## src/rtl/light_sequencer.sv

```systemverilog
// light_sequencer: two-road traffic light FSM driving an external 6-bit up-counter for phase timing.
module light_sequencer #(
    parameter int GREEN_T  = 30,
    parameter int YELLOW_T = 5,
    parameter int ALLRED_T = 2
) (
    input  logic       clk,
    input  logic       rst_n,
    input  logic       car_i,
    input  logic [5:0] count_i,
    output logic       load_o,
    output logic [5:0] value_o,
    output logic [2:0] main_o,
    output logic [2:0] side_o,
    output logic [2:0] state_o
);
    localparam logic [2:0] MAIN_G = 3'd0;
    localparam logic [2:0] MAIN_Y = 3'd1;
    localparam logic [2:0] ALLR1  = 3'd2;
    localparam logic [2:0] SIDE_G = 3'd3;
    localparam logic [2:0] SIDE_Y = 3'd4;
    localparam logic [2:0] ALLR2  = 3'd5;
    localparam logic [2:0] LT_R   = 3'b100;
    localparam logic [2:0] LT_Y   = 3'b010;
    localparam logic [2:0] LT_G   = 3'b001;

    logic [2:0] state, state_nx;
    logic       req, start, term;

    // counter preload so that the phase ends when the counter reaches 63
    function automatic logic [5:0] load_val(input logic [2:0] s);
        load_val = (s == MAIN_Y || s == SIDE_Y) ? 6'(64 - YELLOW_T) :
                   (s == ALLR1 || s == ALLR2)   ? 6'(64 - ALLRED_T) :
                                                  6'(64 - GREEN_T);
    endfunction

    assign term    = count_i == 6'd63;
    assign load_o  = term | start;
    assign state_o = state;

    always_ff @(posedge clk or negedge rst_n) begin
        if (!rst_n) begin
            state <= MAIN_G;
            req   <= 1'b0;
            start <= 1'b1;
        end else begin
            state <= state_nx;
            start <= 1'b0;
            req   <= (state_nx == SIDE_G && state != SIDE_G) ? 1'b0 : req | car_i;
        end
    end

    always_comb begin
        state_nx = (start || state > ALLR2) ? MAIN_G :
                   !term                    ? state :
                   (state == MAIN_G)        ? (req ? MAIN_Y : MAIN_G) :
                   (state == ALLR2)         ? MAIN_G :
                                              state + 3'd1;
    end

    always_comb begin
        main_o  = (state == MAIN_G) ? LT_G : (state == MAIN_Y) ? LT_Y : LT_R;
        side_o  = (state == SIDE_G) ? LT_G : (state == SIDE_Y) ? LT_Y : LT_R;
        value_o = load_val(load_o ? state_nx : state);
    end
endmodule

```

## config.mk

```make
export PLATFORM = sky130hd
export DESIGN_NAME = light_sequencer
export DESIGN_NICKNAME = d
export VERILOG_FILES = /design/src/rtl/light_sequencer.sv
export SDC_FILE = /design/constraint.sdc
export NUM_CORES = 1
export LEC_CHECK = 0
export ABC_AREA = 1
export BUFFER_PORTS_ARGS = -buffer_cell sky130_fd_sc_hd__buf_2
export CAP_MARGIN = 20
export CORE_ASPECT_RATIO = 1.4
export CORE_MARGIN = 2
export CORE_UTILIZATION = 25
export CTS_BUF_LIST = sky130_fd_sc_hd__clkbuf_2
export DETAILED_ROUTE_END_ITERATION = 10
export SLEW_MARGIN = 20
export SYNTH_ARGS = -nofsm -noshare
export SYNTH_HDL_FRONTEND = slang
export SYNTH_SLANG_ARGS = --single-unit
export TNS_END_PERCENT = 5
```

## constraint.sdc

```tcl
create_clock -name clk -period 2.69 [get_ports clk]
set_input_delay 0.4035 -clock clk [delete_from_list [all_inputs] [get_ports clk]]
set_output_delay 0.4035 -clock clk [all_outputs]
set_load 0.03 [all_outputs]
```

==> flow_summary.yaml, run 1 <==
hold_path:
  hold_path_depth: 3
  min_path_type: "input pin to register"
  min_from: "car_i"
  min_to: "req$_DFF_PN0_"
die:
  start_util: 0.2638
  rows: 19
  ios: 25
  die_area_um2: 2441
  die_w_um: 42.33
  die_y_um: 57.67
  fp.coreArea_um2: 1949
final_layout:
  final_area_um2: 650.6
  area_delta_synth_final_pct: 26.52
  final_cell_count_no_fill: 127
  drive_gt1_frac: 0.3868
  diodes: 0
  num-fill-cells: 225
  nNetsFinal: 117
sta:
  report.final.slew_viol_count: 0
  rsz0062_at_grt: "false"
  setup_viol: 0
  worst_hold_slack_ns: 0.4488
  tns_ns: 0
  fin_crit_sh: 0.8810
  max_clock_freq_mhz: 422.0
  period_minus_slack_ns: 2.370
  hold_viol_final: 0
  finClkSkew_ns: 0.002040
global_routing:
  track_usage: 0.09930
  grt_max_degree: 10
  antenna_found_initial: 0
  grt_pass1_wl_mm: 1.856
  grt_pass1_vias: 486
  overflow: 0
placement:
  gp_congestion: 0.8365
  numPortBuffers: 22
  hpwl_um: 907.8
  place_inst: 122
  place_area_um2: 620.6
synthesis:
  ys_seq_area_frac: 0.2457
  synth-edff-count: 0
  synthesis.area_um2: 514.2
  yosys.area.top_type: "dfrtp_1"
  async_flop_share: 1.000
  synth.distinct_cells: 23
  synth.top_cells.by_count: "nand2_1, inv_1, nand2_2, nand3_1, dfrtp_1"
  yosysWarnings: 0
  synth.most_common_cell: "nand2_1"
  ys.flop_type: "dfrtp_1"
  synth_cells: 82
  syn_avg_cell_area_um2: 6.271
  synth_area_leaders: "dfrtp_1, nand2_1, inv_1"
  ys_ff_latch: 5
  synth_top_area_frac: 0.1946
worst_setup_path:
  reg2regPathDepth: 6
  crit_type: "register to primary output"
  worstPathRequired_ns: 2.29
  reg2reg_slack_ns: 1.19
  endpoint_kind: "primary output"
  arrival_ns: 1.97
  rr_startpoint: "state_o[2]$_DFF_PN0_"
  crit_path_start_kind: "register"
  r2r-end: "req$_DFF_PN0_"
  crit_fanout: 6
clocking:
  cts_tree: "built"
  cts.sink_count: 5
  clk_pin_slew_ns: 0.06
  clockRootBuffer: "clkbuf_2"
  cts_htree_levels: 1
  cts_buffers: 3
  clk_latency_ns: 0.21
  cts.path.max_buffers: 2
routing:
  drt_first_pass_iters: 4
  top_layer_used: "met3"
  antenna_left: 0
  totalWireLength_mm: 1.082
  via_per_inst: 4.142
  vias: 526
  route.met2.wl_um: 549
  wl_met3_um: 54
  wire_per_inst_um: 8.520
  drc_errors: 0
  m1WireLength_um: 478
  drtIter0Drc: 5
pwr:
  powerDensity_nw_per_um2: 311.6
  peakVddDrop_mv: 0.1624
  power_leakage_nw: 0.4383
job:
  maxCapViolations: 0
run_status:
  status: "completed"
sequential cells by signal, summed over array words and instances, names as in the netlist:
name,flops
state_o,3
start,1
req,1
cells in the final DEF, fill, tap and decap left out:
cell,n
nand2_1,24
buf_2,22
inv_1,16
nand2_2,7
nand3_1,7
clkbuf_2,4
dfrtp_1,4
conb_1,3
nor2_2,2
o21ai_0,2
nor2_1,2
a21oi_2,1
inv_2,1
nand3b_1,1
nand3_2,1
nand2_4,1
o21ai_2,1
o2111ai_1,1
nor3_1,1
a21oi_1,1
a31oi_1,1
ha_1,1
dlygate4sd3_1,1
dfstp_2,1
cell type report:
type / count / area [µm²] / share of cell area
clock buffers: 4 / 20.02 / 0.03077
well taps: 21 / 26.28 / 0.04038
repair buffers: 23 / 120.1 / 0.1846
inverters: 17 / 63.81 / 0.09808
flip-flops and latches: 5 / 126.4 / 0.1942
multi-input cells: 57 / 294.0 / 0.4519
routing by layer:
layer / track usage / up-vias
met1: 0.1124 / 219
met4: 0.06696 / 0
li1: - / 291
met3: 0.02181 / 0
met5: 0 / -
met2: 0.1648 / 16
how the worst max path moves through the flow:
stage	start	end	slack [ns]	cells past startpoint
finish	state_o[2]$_DFF_PN0_	value_o[4]	0.32	11
global placement	state_o[0]$_DFF_PN0_	value_o[3]	0.56	12
global route	state_o[0]$_DFF_PN0_	value_o[4]	0.12	12
CTS	state_o[2]$_DFF_PN0_	value_o[4]	0.29	11
detailed placement	state_o[0]$_DFF_PN0_	value_o[4]	0.56	12
floorplan	state_o[2]$_DFF_PN0_	value_o[4]	0.24	11
critical path, cell delays in order, from the launching register on:
cell and delay (ns):
dfrtp_1 0.43, inv_1 0.15, ha_1 0.31, nand3b_1 0.15, nand2_1 0.09, nand3_2 0.11, o21ai_2 0.07, nand2_1 0.07
nand2_1 0.06, nand2_1 0.06, nand2_1 0.07, buf_2 0.19
kinds of logic (layout without fill, tap and decap cells):
family	Yosys count	in the layout	share of synthesized area
buffers and inverters	21	44	0.1898
AND/OR/NAND/NOR	46	46	0.4331
AO/OA/AOI/OAI	7	7	0.09247
flip-flops	5	5	0.2458
other	2	3	0.01460
adder cells (fa/ha/maj)	1	1	0.02433
stage by stage:
stage / total power [mW] / util / setup slack (ns)
detailed placement: 0.1338 / 0.3184 / 0.5572
CTS: 0.2070 / 0.3338 / 0.2947
floorplan: 0.1224 / - / 0.2445
finish: 0.2027 / 0.3338 / 0.3201
global placement: 0.1334 / 0.3184 / 0.5591
global route: 0.2180 / 0.3338 / 0.1229
timing repair:
action                                 CTS  global route
hold buffers                             1             0
setup buffers                            0             0
resized for setup                        0             0
endpoints found under the hold margin    4             0
power by group:
part / leakage, nW / total, mW / switching (mW) / internal [mW]
combinational: 0.361 / 0.0550 / 0.0380 / 0.0170
sequential: 0.0611 / 0.0783 / 0.00122 / 0.0771
clock: 0.0166 / 0.0694 / 0.0301 / 0.0394
total: 0.438 / 0.203 / 0.0693 / 0.133
Power figures use the tool's default switching activity.
==> run 2: changes to the inputs <==
--- a/config.mk
+++ b/config.mk
@@ -6,13 +6,14 @@
 export NUM_CORES = 1
 export LEC_CHECK = 0
 export ABC_AREA = 1
-export BUFFER_PORTS_ARGS = -buffer_cell sky130_fd_sc_hd__buf_2
 export CAP_MARGIN = 20
 export CORE_ASPECT_RATIO = 1.4
 export CORE_MARGIN = 2
 export CORE_UTILIZATION = 25
 export CTS_BUF_LIST = sky130_fd_sc_hd__clkbuf_2
 export DETAILED_ROUTE_END_ITERATION = 10
+export DONT_BUFFER_PORTS = 1
+export RECOVER_POWER = 25
 export SLEW_MARGIN = 20
 export SYNTH_ARGS = -nofsm -noshare
 export SYNTH_HDL_FRONTEND = slang
==> flow_summary.yaml, run 2 (synthesis results as in run 1) <==
run_status:
  status: "completed"
clocking:
  cts_tree: "built"
  cts_buffers: 3
  post_cts_resize_count: 0
  cts.path.max_buffers: 2
  cts.sink_count: 5
  clockRootBuffer: "clkbuf_2"
  post_cts_buffers: 0
  cts_htree_levels: 1
  clk_pin_slew_ns: 0.05
  clk_latency_ns: 0.21
worst_setup_path:
  path_buf_inv: 2
  crit_fanout: 6
  cpPeakStageDelay_ns: 0.37
  cp_top_family: "simple AND/OR/NAND/NOR gates"
  arrival_ns: 1.88
  crit_path_start_kind: "register"
  endpoint_kind: "primary output"
  path_cells: "inv_1 -> ha_1 -> nand3b_1 -> nand2_1 -> nand3_2 -> o21ai_2 -> nand2_1 -> nand2_1 -> nand2_1 -> nand2_1 -> buf_4"
  path_common_cell: "nand2_1"
  worstPathRequired_ns: 2.29
  crit_slowest_cell: "dfrtp_1"
  crit_type: "register to primary output"
pwr:
  total_power_mw: 0.1921
  power_leakage_nw: 0.3732
  peakVddDrop_mv: 0.1853
  powerDensity_nw_per_um2: 328.1
global_routing:
  grt_max_degree: 9
  grt_pass1_vias: 465
  grt_pass1_wl_mm: 1.828
  grt_use_met2: 0.1714
  track_usage: 0.09814
  use_met3: 0.03427
  busiest_layer: "met2"
  antenna_found_initial: 0
  grt_util_met1: 0.1012
  overflow: 0
routing:
  drt_first_pass_iters: 4
  via_per_inst: 4.523
  totalWireLength_mm: 1.102
  vias: 502
  wire_per_inst_um: 9.928
  drc_errors: 0
  antenna_left: 0
  drtIter0Drc: 9
sta:
  rsz0062_at_grt: "false"
  setup_ws_ns: 0.4058
  period_minus_slack_ns: 2.284
  tns_ns: 0
  hold_viol_final: 0
  setup_viol: 0
  relSlewSlack: 0.5680
  report.final.slew_viol_count: 0
  finClkSkew_ns: 0.0004944
  worst_slew_pin_slew_ns: 0.6500
  max_clock_freq_mhz: 437.8
  fin_crit_sh: 0.8491
placement:
  post-place-ws_ns: 0.6316
  hpwl_um: 967.9
  numPortBuffers: 0
  gp_congestion: 0.8381
final_layout:
  final_common_cell: "nand2_1"
  num-fill-cells: 214
  fin_util: 0.3004
  drive_gt1_frac: 0.2778
  regArea_um2: 126.4
  multiInputGateArea_um2: 294.0
  diodes: 0
  largest_register_ffs: 3
  nNetsFinal: 101
  area_delta_synth_final_pct: 13.87
  layout_common_cells: "nand2_1, inv_1, nand2_2, nand3_1, buf_4"
job:
  maxCapViolations: 0
die:
  rows: 19
  ios: 25
  fp.coreArea_um2: 1949
  die_area_um2: 2441
  die_w_um: 42.33
  start_util: 0.2638
  die_y_um: 57.67
hold_path:
  min_path_type: "input pin to asynchronous set/reset pin"
## run 2: cell types whose count changed in the layout (fill, tap and decap cells not counted)
cell and delta:
buf_2 -22, buf_4 +6
## run 2: final timing paths
path / endpoint / startpoint / cells past startpoint / slack, ns
min in group clk: req$_DFF_PN0_ / car_i / 2 / 0.36
max in group asynchronous: state_o[0]$_DFF_PN0_ / rst_n / 1 / 2.07
worst min register to register: req$_DFF_PN0_ / req$_DFF_PN0_ / 2 / 0.57
worst max register to register: req$_DFF_PN0_ / state_o[2]$_DFF_PN0_ / 6 / 1.28
worst min-delay path: start$_DFF_PN1_ / rst_n / 0 / 0.03
worst max-delay path: value_o[3] / state_o[2]$_DFF_PN0_ / 11 / 0.41
## run 2: where the power goes
part           switching (mW)  internal, mW
registers            0.000675        0.0772
logic                  0.0365        0.0111
clock network          0.0274        0.0393
total                  0.0645         0.128
## run 2: area by class of cell
class,count,share of cell area
multi-input combinational,57,0.5021
sequential,5,0.2158
clock buffer,4,0.03419
inverter,17,0.1090
timing repair buffer,7,0.09402
tap,21,0.04487
## run 2: per-layer routing
layer  share of wire  vias to the layer above
li1                -                      258
met1            0.38                      229
met2            0.54                       15
met3           0.084                        0
met4               0                        0
met5               0                        -
## run 2: through the flow
step / std cells / area, µm² / hold slack, ns
detailed placement: 106 / 555.5 / 0.1080
CTS: 111 / 585.6 / 0.01848
finish: 111 / 585.6 / 0.03403
global route: 111 / 585.6 / 0.01840
global placement: 106 / 555.5 / 0.1080
floorplan: 83 / 518.0 / 0.1079
## run 2: worst register-to-register path: cells and delay by family, from the launching register on
kind	cells	cell delay (ns)
AO/OA/AOI/OAI	1	0.18
buffers and inverters	1	0.17
flip-flops	1	0.37
AND/OR/NAND/NOR	3	0.36
adder cells (fa/ha/maj)	1	0.26
## run 2: timing repair
action,in CTS,in global routing
hold endpoints to repair,4,0
endpoints found under the setup margin,0,0
hold buffers,1,0
==> run 3: changes to the inputs <==
==> constraint.sdc (replaced) <==
create_clock -name clk -period 2.3 [get_ports clk]
set_input_delay 0.345 -clock clk [delete_from_list [all_inputs] [get_ports clk]]
set_output_delay 0.345 -clock clk [all_outputs]
set_load 0.03 [all_outputs]
==> flow_summary.yaml, run 3 (synthesis results as in run 1) <==
global_routing:
  grt_pass1_vias: 449
  track_usage: 0.08526
  grt_max_degree: 9
  overflow: 0
  antenna_found_initial: 0
  grt_pass1_wl_mm: 1.614
clocking:
  clockRootBuffer: "clkbuf_2"
  clk_pin_slew_ns: 0.05
  cts.sink_count: 5
  cts_buffers: 3
  cts_htree_levels: 1
  cts.path.max_buffers: 2
  cts_tree: "built"
  clk_latency_ns: 0.21
final_layout:
  regArea_um2: 128.9
  largest_register_ffs: 3
  nNetsFinal: 103
  multiInputGateArea_um2: 329.1
  layout_common_cells: "nand2_1, inv_1, nand2_2"
  area_delta_synth_final_pct: 26.52
  drive_gt1_frac: 0.4130
  num-fill-cells: 222
  final_common_cell: "nand2_1"
  fin_util: 0.3338
  diodes: 0
die:
  ios: 25
  die_area_um2: 2441
  start_util: 0.2638
  die_y_um: 57.67
  rows: 19
  die_w_um: 42.33
  fp.coreArea_um2: 1949
worst_setup_path:
  reg2reg_slack_ns: 0.82
  crit_slowest_cell: "dfrtp_2"
  worstPathRequired_ns: 1.96
  crit_fanout: 6
  crit_path_start_kind: "register"
  path_common_cell: "nand2_2"
  path_cells: "nand2_2 -> inv_2 -> ha_4 -> nand3b_1 -> nand2_1 -> nand3_2 -> o21ai_2 -> nand2_2 -> nand2_1 -> nand2_2 -> nand2_2 -> buf_12"
  arrival_ns: 1.91
  path_buf_inv: 2
  cpPeakStageDelay_ns: 0.45
  crit_type: "register to primary output"
  endpoint_kind: "primary output"
  cp_top_family: "simple AND/OR/NAND/NOR gates"
routing:
  vias: 503
  drt_first_pass_iters: 4
  drc_errors: 0
  totalWireLength_mm: 1.143
  antenna_left: 0
  drtIter0Drc: 9
  wire_per_inst_um: 10.12
  via_per_inst: 4.451
pwr:
  peakVddDrop_mv: 0.2014
  total_power_mw: 0.2336
  power_leakage_nw: 0.3894
  powerDensity_nw_per_um2: 359.0
sta:
  report.final.slew_viol_count: 0
  setup_viol: 0
  fin_crit_sh: 0.9826
  period_minus_slack_ns: 2.260
  hold_viol_final: 0
  finClkSkew_ns: 0.00004757
  max_clock_freq_mhz: 442.5
  setup_ws_ns: 0.04003
placement:
  gp_congestion: 0.7655
  numPortBuffers: 0
  post-place-ws_ns: 0.2998
  hpwl_um: 882.9
job:
  maxCapViolations: 0
hold_path:
  min_path_type: "input pin to register"
run_status:
  status: "completed"
==> run 3: cell types whose count changed in the layout (fill, tap and decap cells not counted), sizes merged <==
cell | before | now
buf | 6 | 8
==> run 3: final timing paths <==
check | from | to | cells after the start
worst max register to register | state_o[1]$_DFF_PN0_ | req$_DFF_PN0_ | 7
worst max-delay path | state_o[1]$_DFF_PN0_ | value_o[3] | 12
worst min register to register | req$_DFF_PN0_ | req$_DFF_PN0_ | 2
max in group asynchronous | rst_n | start$_DFF_PN1_ | 1
min in group asynchronous | rst_n | state_o[0]$_DFF_PN0_ | 1
worst min-delay path | car_i | req$_DFF_PN0_ | 2
==> run 3: layout make-up <==
class	instances	share of cell area
Clock buffer	4	0.03077
Inverter	17	0.09808
Multi-Input combinational cell	57	0.5058
Sequential cell	5	0.1981
Tap cell	21	0.04038
Timing Repair Buffer	9	0.1269
==> run 3: routing by layer <==
layer | GRT usage | part of all wire | vias up
met5 | 0 | 0 | -
met4 | 0.05357 | 0.010 | 0
met3 | 0.01869 | 0.085 | 2
met2 | 0.1560 | 0.54 | 17
met1 | 0.08544 | 0.37 | 217
li1 | - | - | 267
==> run 3: metrics by stage <==
stage | hold WS, ns | instance area (µm²) | TNS [ns] | instances
3_5_place_dp | 0.04955 | 579.3 | 0 | 107
6_report | 0.3171 | 650.6 | 0 | 113
2_1_floorplan | 0.04941 | 521.8 | 0 | 83
3_3_place_gp | 0.04954 | 579.3 | 0 | 107
5_1_grt | 0.3253 | 650.6 | -0.1421 | 113
4_1_cts | 0.3091 | 609.3 | 0 | 112
==> run 3: what timing repair did <==
action,4_1_cts,5_1_grt
resized for setup,0,10
setup buffers,0,1
hold buffers,1,0
hold endpoints to repair,5,0
endpoints found under the setup margin,0,4
==> run 3: report_power, final <==
part | leakage (nW) | total (mW) | switching, mW | internal, mW
registers | 0.0577 | 0.0911 | 0.000858 | 0.0903
clock network | 0.0166 | 0.0787 | 0.0327 | 0.0460
logic | 0.315 | 0.0637 | 0.0452 | 0.0185
